## src/rtl/muldiv_unit.sv

```systemverilog
`default_nettype none
// ============================================================================
// Module      : muldiv_unit
// Description : Iterative RV32M execute unit (MUL, MULH, MULHSU, MULHU, DIV,
//               DIVU). Shift-add multiply and restoring divide on operand
//               magnitudes, one bit per cycle, with a registered result and
//               a one-cycle done pulse. Non-M codes complete immediately with
//               a zero result.
//               Optional macro FAST_MUL_EN: multiplies use a single-cycle
//               33x33 signed multiplier; divides stay iterative.
// Revision    : 1.0 - initial release
// ============================================================================
module muldiv_unit #(
  parameter int XLEN  = 32,
  parameter int CNT_W = 6
) (
  input  logic            iCLK,
  input  logic            iRST,
  input  logic            iStart,
  input  logic            iFlush,
  input  logic [4:0]      iControlSignal,
  input  logic [XLEN-1:0] iA,
  input  logic [XLEN-1:0] iB,
  output logic            oBusy,
  output logic            oDone,
  output logic [XLEN-1:0] oResult
);

  // ALU control codes for the M extension (contiguous block in the decoder)
  localparam logic [4:0] OPMUL    = 5'd11;
  localparam logic [4:0] OPMULH   = 5'd12;
  localparam logic [4:0] OPMULHSU = 5'd13;
  localparam logic [4:0] OPMULHU  = 5'd14;
  localparam logic [4:0] OPDIV    = 5'd15;
  localparam logic [4:0] OPDIVU   = 5'd16;

  localparam logic [1:0] S_IDLE = 2'd0;
  localparam logic [1:0] S_CALC = 2'd1;
  localparam logic [1:0] S_DONE = 2'd2;

  localparam logic [CNT_W-1:0] C_LAST = CNT_W'(XLEN - 1);

  logic [1:0]        state_q, state_d;
  logic [CNT_W-1:0]  cnt_q;
  logic [4:0]        code_q;
  logic              neg_q;
  logic [XLEN-1:0]   opnd_q;      // multiplicand or divisor magnitude
  logic [2*XLEN-1:0] acc_q;       // {partial product | remainder, multiplier | quotient}
  logic [XLEN-1:0]   result_q, result_d;

  // ---------------- Operand decode at the accept edge ----------------
  logic            w_in_m, w_in_div, w_in_mul;
  logic            w_a_signed, w_b_signed, w_a_neg, w_b_neg;
  logic [XLEN-1:0] w_mag_a, w_mag_b;
  logic            w_accept, w_fast, w_go_calc;
  logic [XLEN-1:0] w_fast_res;

  assign w_in_m     = (iControlSignal >= OPMUL) && (iControlSignal <= OPDIVU);
  assign w_in_div   = (iControlSignal == OPDIV) || (iControlSignal == OPDIVU);
  assign w_in_mul   = w_in_m && !w_in_div;
  // MUL low bits are identical for any signedness, so treat it as signed*signed
  assign w_a_signed = (iControlSignal == OPMUL) || (iControlSignal == OPMULH) ||
                      (iControlSignal == OPMULHSU) || (iControlSignal == OPDIV);
  assign w_b_signed = (iControlSignal == OPMUL) || (iControlSignal == OPMULH) ||
                      (iControlSignal == OPDIV);
  assign w_a_neg    = w_a_signed && iA[XLEN-1];
  assign w_b_neg    = w_b_signed && iB[XLEN-1];
  assign w_mag_a    = w_a_neg ? (~iA + 1'b1) : iA;
  assign w_mag_b    = w_b_neg ? (~iB + 1'b1) : iB;

  // A start in CALC is ignored; a flush always wins over a start
  assign w_accept   = iStart && !iFlush && (state_q != S_CALC);

`ifdef FAST_MUL_EN
  logic signed [XLEN:0]     w_fa, w_fb;
  logic signed [2*XLEN+1:0] w_fast_full;
  logic                     w_unused_fast;
  assign w_fa          = $signed({w_a_signed & iA[XLEN-1], iA});
  assign w_fb          = $signed({w_b_signed & iB[XLEN-1], iB});
  assign w_fast_full   = w_fa * w_fb;
  assign w_unused_fast = ^w_fast_full[2*XLEN+1:2*XLEN];
  assign w_fast        = w_in_mul;
  assign w_fast_res    = (iControlSignal == OPMUL) ? w_fast_full[XLEN-1:0]
                                                   : w_fast_full[2*XLEN-1:XLEN];
`else
  assign w_fast        = 1'b0;
  assign w_fast_res    = '0;
`endif

  assign w_go_calc = w_in_m && !w_fast;

  // ---------------- One iteration of the datapath ----------------
  logic            w_code_div;
  logic [XLEN:0]   w_sum, w_diff;
  logic            w_ge;
  logic [2*XLEN-1:0] w_mul_next, w_div_next, w_step, w_prod;
  logic [XLEN-1:0] w_quo, w_final;
  logic            w_calc_last;

  assign w_code_div = (code_q == OPDIV) || (code_q == OPDIVU);

  // Shift-add: conditionally add multiplicand to the upper half, shift right
  assign w_sum      = {1'b0, acc_q[2*XLEN-1:XLEN]} + (acc_q[0] ? {1'b0, opnd_q} : '0);
  assign w_mul_next = {w_sum, acc_q[XLEN-1:1]};

  // Restoring divide: shift next dividend bit into the remainder, trial subtract
  assign w_diff     = {acc_q[2*XLEN-1:XLEN], acc_q[XLEN-1]} - {1'b0, opnd_q};
  assign w_ge       = !w_diff[XLEN];
  assign w_div_next = {(w_ge ? w_diff[XLEN-1:0] : {acc_q[2*XLEN-2:XLEN], acc_q[XLEN-1]}),
                       acc_q[XLEN-2:0], w_ge};

  assign w_step     = w_code_div ? w_div_next : w_mul_next;

  // Sign fix-up of the finished magnitude result
  assign w_prod     = neg_q ? (~w_step + 1'b1) : w_step;
  assign w_quo      = neg_q ? (~w_step[XLEN-1:0] + 1'b1) : w_step[XLEN-1:0];
  assign w_calc_last = (state_q == S_CALC) && (cnt_q == C_LAST);

  // Final value: divide-by-zero yields all ones; signed overflow falls out naturally
  always_comb begin
    w_final = '0;
    if (w_code_div)
      w_final = (opnd_q == '0) ? '1 : w_quo;
    else if (code_q == OPMUL)
      w_final = w_prod[XLEN-1:0];
    else
      w_final = w_prod[2*XLEN-1:XLEN];
  end

  // ---------------- FSM ----------------
  // State register
  always_ff @(posedge iCLK or posedge iRST) begin
    if (iRST) state_q <= S_IDLE;
    else      state_q <= state_d;
  end

  // Next-state logic
  always_comb begin
    state_d = state_q;
    if (iFlush) begin
      state_d = S_IDLE;
    end else begin
      case (state_q)
        S_IDLE:  if (iStart) state_d = w_go_calc ? S_CALC : S_DONE;
        S_CALC:  if (cnt_q == C_LAST) state_d = S_DONE;
        S_DONE:  state_d = iStart ? (w_go_calc ? S_CALC : S_DONE) : S_IDLE;
        default: state_d = S_IDLE;
      endcase
    end
  end

  // Output decode
  always_comb begin
    oBusy   = (state_q == S_CALC);
    oDone   = (state_q == S_DONE);
    oResult = result_q;
  end

  // ---------------- Datapath registers ----------------
  // Latch operands on accept, iterate in CALC unless flushed
  always_ff @(posedge iCLK or posedge iRST) begin
    if (iRST) begin
      cnt_q  <= '0;
      code_q <= '0;
      neg_q  <= 1'b0;
      opnd_q <= '0;
      acc_q  <= '0;
    end else if (w_accept) begin
      cnt_q  <= '0;
      code_q <= iControlSignal;
      neg_q  <= w_a_neg ^ w_b_neg;
      if (w_in_div) begin
        opnd_q <= w_mag_b;
        acc_q  <= {{XLEN{1'b0}}, w_mag_a};
      end else begin
        opnd_q <= w_mag_a;
        acc_q  <= {{XLEN{1'b0}}, w_mag_b};
      end
    end else if ((state_q == S_CALC) && !iFlush) begin
      cnt_q <= cnt_q + 1'b1;
      acc_q <= w_step;
    end
  end

  // Result is only updated on entry to DONE; a flush leaves it untouched
  always_comb begin
    result_d = result_q;
    if (w_accept) begin
      if (!w_in_m)
        result_d = '0;
      else if (w_fast)
        result_d = w_fast_res;
    end else if (w_calc_last && !iFlush) begin
      result_d = w_final;
    end
  end

  // Result register
  always_ff @(posedge iCLK or posedge iRST) begin
    if (iRST) result_q <= '0;
    else      result_q <= result_d;
  end

endmodule
`default_nettype wire
```

## config.mk

```make
export PLATFORM = sky130hd
export DESIGN_NAME = muldiv_unit
export DESIGN_NICKNAME = d
export VERILOG_FILES = /design/src/rtl/muldiv_unit.sv
export SDC_FILE = /design/constraint.sdc
export NUM_CORES = 1
export LEC_CHECK = 0
export ABC_CLOCK_PERIOD_IN_PS = 6700
export BUFFER_PORTS_ARGS = -buffer_cell sky130_fd_sc_hd__clkbuf_2
export CORE_UTILIZATION = 57
export DETAILED_ROUTE_END_ITERATION = 7
export GPL_TIMING_DRIVEN = 0
export HOLD_SLACK_MARGIN = 0.06
export PLACE_DENSITY = 0.79
export SLEW_MARGIN = 40
export SYNTH_ARGS = -nofsm -noshare
export SYNTH_HDL_FRONTEND = slang
export SYNTH_SLANG_ARGS = --single-unit
```

## constraint.sdc

```tcl
create_clock -name iCLK -period 6.7 [get_ports iCLK]
set_clock_uncertainty 0.05 [all_clocks]
set_input_delay 1.34 -clock iCLK [delete_from_list [all_inputs] [get_ports iCLK]]
set_output_delay 1.34 -clock iCLK [all_outputs]
set_load 0.03 [all_outputs]
```

==> impl_metrics.json, run 1 <==
{
  "status": "complete, but fails checks",
  "violations_in_the_final_reports": "design-rule violations",
  "max-clock-path-buffers": 2,
  "grt_remaining_overflow": 0,
  "finalWeightedCongestion": 1.08,
  "synth_top_flop_cell": "dfrtp_1",
  "syn2layout_area_growth_pct": 12.5,
  "max_freq_mhz": 150,
  "critical_path_class": "reg2reg",
  "die_area_sq_um": 26400,
  "die_h_um": 162,
  "totalPowerFinal_mw": 3.85,
  "timing.critical_path.required_ns": 6.94,
  "report.final.setup_viol": 0,
  "synth-compound-area-share": 0.281,
  "clock_insertion_delay_worst_skew_ns": 0.44,
  "place_hpwl_um": 48100,
  "hold_path_class": "reg2reg",
  "beginning_of_the_worst_register_to_register_path": "code_q[1]$_DFFE_PP0P_",
  "swShare": 0.452,
  "io_buffers": 106,
  "tightest_slew_ns": 0.932,
  "min-delay-start": "oResult[5]$_DFFE_PP0P_",
  "die_width_um": 162,
  "share_clk_of_total_power": 0.279,
  "min_period_ns": 6.68,
  "groute.usage.overall": 0.461,
  "boundaryPins": 107,
  "cp_slowest_stage_delay_ns": 0.43,
  "number_of_antenna_violations_at_the_first_check_in_global_routing": 1,
  "first_pass_iters": 8,
  "start_kind": "register",
  "via_count": 16893,
  "critical_path_peak_fanout": 19,
  "grt_max_degree": 60,
  "seq_area_frac_synth": 0.242,
  "yosys-mux-area-fraction": 0.0339,
  "cts-hold-fix-buffers": 0,
  "worstSetupEndpointType": "register",
  "post_synth_main_area_contributors": "dfrtp_1 24%, nand2_1 7.9%, o21ai_0 7.1%, ha_1 5.8%, a21oi_1 5.7%",
  "postSynthAreaPerCell_sq_um": 7.39,
  "internal_power_mw": 2.11,
  "number_of_synthesized_flops_with_an_enable_pin": 0,
  "dp_slack_ns": -2.33,
  "final-hold-violation-count": 0,
  "worstSetupStartpoint": "code_q[1]$_DFFE_PP0P_",
  "max-vdd-ir-drop_uv": 199,
  "cts-htree-levels": 4,
  "clk_transition_reported_paths_ns": 0.08,
  "ys_async_sr_fraction": 1.00,
  "slowest_stage": "dfrtp_1",
  "postSynthNetCount": 2128,
  "finish.net_count": 2259,
  "power.switching_mw": 1.74,
  "synth_xor_area_frac": 0.0992,
  "via_per_inst": 6.87,
  "cts_made_buffers": 17,
  "worst_slew_margin_rel": 0.378,
  "drt_first_iter_violations": 1893,
  "netlist-cell-type-count": 88,
  "dominant_combinational_cell_family_by_area_after_synthesis": "compound AO/OA/AOI/OAI gates",
  "synth-simple-area-share": 0.233,
  "num_clock_sinks": 142,
  "fill_count": 2296,
  "power.density_cell_area_nw_per_um2": 233,
  "detail-route-antenna-nets": 0,
  "syn-cell-area_sq_um": 14700,
  "seq_power_share": 0.280,
  "crit_chain": "and4b_1 > a22oi_2 > clkbuf_4 > clkbuf_4 > buf_4 > clkbuf_2 > buf_4 > mux2i_1 > ha_2 > nand4_1 > or3_1 > a2111oi_4 > and2_1 > nand3_2 > a211oi_1 > nand4_1 > nor3_2 > a41oi_1 > xnor2_1 > o21ai_0",
  "synth.top_cell.area_share": 0.242,
  "post_synth_inst_count": 1985,
  "wire_length_of_the_first_global_routing_pass_um": 91400,
  "floorplan.rows": 58,
  "start_util": 0.582,
  "yosysWarnings": 0,
  "routed_wirelength_um": 60700,
  "core-area_sq_um": 25200,
  "largest_area_contributor_in_the_synthesized_netlist": "dfrtp_1",
  "leakagePower_nw": 7.29,
  "route.detailed.wl_per_inst_um": 24.7,
  "drive_gt1_frac": 0.102,
  "combinationalPowerShare": 0.441,
  "tritoncts": "yes",
  "route.detailed.drc": 6,
  "clk_root_buffer_cell": "clkbuf_16",
  "post-route-worst-setup-slack_ns": 0.0230,
  "synth_fa_ha_area_frac": 0.0608,
  "max_cap_violations": 0,
  "synth-seq-cells": 142,
  "timing_max_transition_violations_final": 0,
  "first_global_vias": 15777,
  "worst-endpoint-arrival_ns": 6.92,
  "period_share": 0.997
}
worst max-delay path: cells and delay by family, from the launching register on:
family,cells,cell delay (ns)
simple gates,7,1.92
buf+inv,5,1.86
mux,1,0.35
compound gates,5,1.23
flops,1,0.43
fa+ha+maj,1,0.28
xor+xnor,1,0.36
final cells by class:
class	count	area, sq um	area share
inverters	70	270	0.0164
diodes	1	2.50	0.000152
repair buffers	114	623	0.0378
clock inverters	15	219	0.0133
multi-input cells	1656	10500	0.637
clock buffers	17	425	0.0258
flip-flops and latches	142	3550	0.216
plain buffers	115	485	0.0294
well taps	330	413	0.0250
flip-flops by register name (all words and copies together) (netlist names):
signal,count
acc_q,64
oResult,32
opnd_q,32
cnt_q,6
code_q,5
state_q,2
neg_q,1
what timing repair did:
| action | CTS | global route |
|---|---|---|
| setup endpoints to repair | 17 | 12 |
| hold endpoints to repair | 0 | 0 |
| pin swaps | 1 | 4 |
| resized for setup | 17 | 7 |
| setup buffers | 1 | 2 |
per-stage QoR:
stage / std cells / hold slack (ns) / util / instance area, sq um / TNS, ns
2_1_floorplan: 1985 / 0.413 / - / 14700 / 0
3_3_place_gp: 2421 / 0.402 / 0.620 / 15600 / -51.12
3_5_place_dp: 2426 / 0.410 / 0.625 / 15700 / -30.04
4_1_cts: 2458 / 0.428 / 0.653 / 16400 / 0
5_1_grt: 2459 / 0.447 / 0.655 / 16500 / -0.0592
6_report: 2460 / 0.425 / 0.655 / 16500 / 0
cell usage after synthesis (all sizes together), types with 13 or more instances:
cell type,number
nand3,52
and3,23
buf,17
nor4,25
dfrtp,142
a21o,14
a21oi,169
a22o,22
a31oi,13
mux2i,44
a211oi,17
nor2,130
o211ai,26
or3,24
nand2b,17
o21a,14
o31ai,27
ha,68
o21ai,211
xor2,80
o221ai,34
nand2,308
nand4,21
and2,37
nor3,47
inv,69
xnor2,86
clkbuf,100
final timing paths:
path | end | slack (ns) | cells after the start
worst min register to register | oResult[5]$_DFFE_PP0P_ | 0.43 | 2
worst min-delay path | oResult[5]$_DFFE_PP0P_ | 0.43 | 2
worst max-delay path | oResult[26]$_DFFE_PP0P_ | 0.02 | 20
min in group asynchronous | opnd_q[11]$_DFFE_PP0P_ | 0.82 | 2
max in group asynchronous | oResult[6]$_DFFE_PP0P_ | 4.87 | 4
worst max register to register | oResult[26]$_DFFE_PP0P_ | 0.02 | 20
power groups by stage:
| stage | Sequential (mW) | Combinational (mW) | Clock (mW) |
|---|---|---|---|
| 3_3_place_gp | 1.07 | 1.56 | 0 |
| 5_1_grt | 1.08 | 1.79 | 1.10 |
| 3_5_place_dp | 1.08 | 1.59 | 0 |
| 4_1_cts | 1.06 | 1.61 | 1.07 |
| 2_1_floorplan | 1.02 | 1.11 | 0 |
| 6_report | 1.08 | 1.70 | 1.07 |
kinds of logic after synthesis:
family	count (synthesis)
flip-flops	142
multiplexers	49
AND/OR/NAND/NOR	724
AO/OA/AOI/OAI	647
adder cells (fa/ha/maj)	70
buffers and inverters	187
XOR/XNOR	166
routing by layer:
metal | global-route usage | routed length (um)
met5 | 0 | 13
met4 | 0.277 | 4020
met3 | 0.110 | 7040
met2 | 0.702 | 26200
met1 | 0.591 | 23400
layout by cell type (no fill, tap or decap), types with 20 or more instances in the layout:
| cell | n |
|---|---|
| a21oi_1 | 166 |
| a22o_1 | 22 |
| and2_1 | 37 |
| and3_1 | 22 |
| clkbuf_1 | 93 |
| clkbuf_2 | 110 |
| dfrtp_1 | 142 |
| ha_1 | 67 |
| inv_1 | 68 |
| mux2i_1 | 43 |
| nand2_1 | 307 |
| nand3_1 | 49 |
| nand4_1 | 20 |
| nor2_1 | 129 |
| nor3_1 | 43 |
| nor4_1 | 22 |
| o211ai_1 | 26 |
| o21ai_0 | 209 |
| o221ai_1 | 34 |
| o31ai_1 | 27 |
| or3_1 | 24 |
| xnor2_1 | 86 |
| xor2_1 | 80 |
(Power assumes the default switching activity.)
==> run 2: changes to the inputs <==
--- a/config.mk
+++ b/config.mk
@@ -7,11 +7,13 @@
 export LEC_CHECK = 0
 export ABC_CLOCK_PERIOD_IN_PS = 6700
 export BUFFER_PORTS_ARGS = -buffer_cell sky130_fd_sc_hd__clkbuf_2
-export CORE_UTILIZATION = 57
+export CELL_PAD_IN_SITES_DETAIL_PLACEMENT = 1
+export CELL_PAD_IN_SITES_GLOBAL_PLACEMENT = 2
+export CORE_UTILIZATION = 33
 export DETAILED_ROUTE_END_ITERATION = 7
 export GPL_TIMING_DRIVEN = 0
 export HOLD_SLACK_MARGIN = 0.06
-export PLACE_DENSITY = 0.79
+export PLACE_DENSITY_LB_ADDON = 0.1
 export SLEW_MARGIN = 40
 export SYNTH_ARGS = -nofsm -noshare
 export SYNTH_HDL_FRONTEND = slang
==> run 2 against run 1 <==
  * The flow now finishes without violations
  * Non-clock buffer count rose by 4
  * Combinational power rose by 4%
  * Routed wire length is 18% higher
  * Sequential power about the same
  * Design area rose by 2.2%
  * Maximum frequency is 2.6% higher
  * Power up 0.50%
  * Worst setup slack improved by 0.17 ns
  * Core utilization is 27 points lower
  * Global-route usage fell by 14 points
  * Cell count is 10% higher
  * Hold slack got worse by 0.0053 ns
==> impl_metrics.json, run 2 (same netlist as run 1, synthesis figures left out) <==
{
  "wire_length_of_the_first_global_routing_pass_um": 106000,
  "die_h_um": 213,
  "timing.critical_path.required_ns": 6.98,
  "place_hpwl_um": 58600,
  "final_area_sq_um": 16900,
  "report.final.setup_viol": 0,
  "layout.cells.most_common_list": "307 x nand2_1, 209 x o21ai_0, 166 x a21oi_1",
  "top_register": "acc_q",
  "cts-htree-levels": 4,
  "clk_transition_reported_paths_ns": 0.07,
  "postPlaceCellArea_sq_um": 16100,
  "boundaryPins": 107,
  "start_util": 0.337,
  "number_of_antenna_violations_at_the_first_check_in_global_routing": 2,
  "num_clock_sinks": 142,
  "largest_register_ff_count": 64,
  "critical_path_class": "reg2reg",
  "io_buffers": 106,
  "max_freq_mhz": 154,
  "status": "completed",
  "rsz_0062_raised_after_global_routing": "false",
  "route.detailed.drc": 0,
  "first_pass_iters": 5,
  "first_global_vias": 16355,
  "cp_slowest_stage_delay_ns": 0.48,
  "slowest_stage": "dfrtp_1",
  "worstSetupEndpointType": "register",
  "tightest_slew_ns": 0.921,
  "tritoncts": "yes",
  "min_period_ns": 6.51,
  "period_share": 0.971,
  "leakagePower_nw": 7.29,
  "worst-endpoint-arrival_ns": 6.78,
  "finish.net_count": 2263,
  "grt_max_degree": 73,
  "clock_insertion_delay_worst_skew_ns": 0.46,
  "timing.hold.worst_path_depth": 2,
  "layout_commonest_cell": "nand2_1",
  "finalWeightedCongestion": 0.935,
  "core-area_sq_um": 43500,
  "drive_gt1_frac": 0.107,
  "antennaDiodeCount": 0,
  "crit_chain": "ha_1 > inv_1 > fa_1 > a211oi_2 > o211ai_1 > a211oi_2 > or3b_4 > a211o_2 > buf_4 > nor2_1 > a21oi_2 > ha_2 > nand4_1 > or3_1 > a2111oi_4 > and2_2 > nand3_2 > a211oi_1 > nand4_1 > buf_4 > nor3_1 > a41oi_1 > xnor2_2 > o21ai_0",
  "cts-hold-fix-buffers": 0,
  "detail-route-antenna-nets": 0,
  "syn2layout_area_growth_pct": 14.9,
  "hold_path_class": "reg2reg",
  "clk_root_buffer_cell": "clkbuf_16",
  "r2r_cells": 24,
  "final-hold-violation-count": 0,
  "die_width_um": 213,
  "via_per_inst": 5.99,
  "floorplan.rows": 76,
  "max-clock-path-buffers": 2,
  "via_count": 16279,
  "start_kind": "register",
  "routed_wirelength_um": 71400,
  "power.density_cell_area_nw_per_um2": 229,
  "whs_ns": 0.420,
  "cts_made_buffers": 17,
  "finish.utilization": 0.388,
  "drt_first_iter_violations": 1106,
  "worst_slew_margin_rel": 0.386,
  "die_area_sq_um": 45300,
  "grt_remaining_overflow": 0,
  "max-vdd-ir-drop_uv": 178,
  "max_cap_violations": 0,
  "groute.usage.overall": 0.320,
  "route.detailed.wl_per_inst_um": 26.3,
  "critical_path_peak_fanout": 10,
  "timing_max_transition_violations_final": 0
}
-- run 2: cell type report --
type / instances / area [sq um]
fill: 5492 / 26600
multi-input combinational: 1656 / 10500
sequential: 142 / 3550
tap: 585 / 732
timing repair buffer: 120 / 683
buffer: 113 / 475
clock buffer: 18 / 429
inverter: 70 / 270
clock inverter: 14 / 181
-- run 2: final timing paths --
check                                            start                       to  slack (ns)
worst min-delay path            oResult[9]$_DFFE_PP0P_   oResult[9]$_DFFE_PP0P_        0.42
worst min register to register  oResult[9]$_DFFE_PP0P_   oResult[9]$_DFFE_PP0P_        0.42
worst max register to register   opnd_q[0]$_DFFE_PP0P_  oResult[26]$_DFFE_PP0P_        0.19
max in group asynchronous                         iRST  oResult[28]$_DFFE_PP0P_        4.92
min in group asynchronous                         iRST   opnd_q[13]$_DFFE_PP0P_        0.72
worst max-delay path             opnd_q[0]$_DFFE_PP0P_  oResult[26]$_DFFE_PP0P_        0.19
-- run 2: worst max-delay path: cells and delay by family, from the launching register on --
| family | cells | cell delay, ns |
|---|---|---|
| compound gates | 9 | 2.31 |
| simple gates | 8 | 1.73 |
| fa+ha+maj | 3 | 0.92 |
| buf+inv | 3 | 0.54 |
| flops | 1 | 0.48 |
| xor+xnor | 1 | 0.33 |
-- run 2: power breakdown --
part / internal, mW / total (mW) / switching, mW
combinational: 0.562 / 1.76 / 1.20
sequential: 0.943 / 1.08 / 0.134
clock: 0.593 / 1.03 / 0.434
-- run 2: repair_timing --
action / in CTS / in global routing
pin swaps: 5 / 2
endpoints found under the setup margin: 17 / 10
setup buffers: 6 / 1
gates resized for setup: 16 / 10
-- run 2: per-layer routing --
layer	routed length (um)	GRT usage
met1	32200	0.427
met2	32300	0.515
met3	4020	0.0456
met4	2780	0.130
met5	23	0
-- run 2: metrics by stage --
step                TNS (ns)  total power [mW]  setup WS [ns]  std cells
floorplan                  0              2.13          0.207       1985
global placement     -141.99              2.75          -3.68       2676
detailed placement    -29.74              2.78          -2.25       2682
CTS                        0              3.84         0.0564       2717
global route               0              4.04        0.00359       2718
finish                     0              3.86          0.193       2718
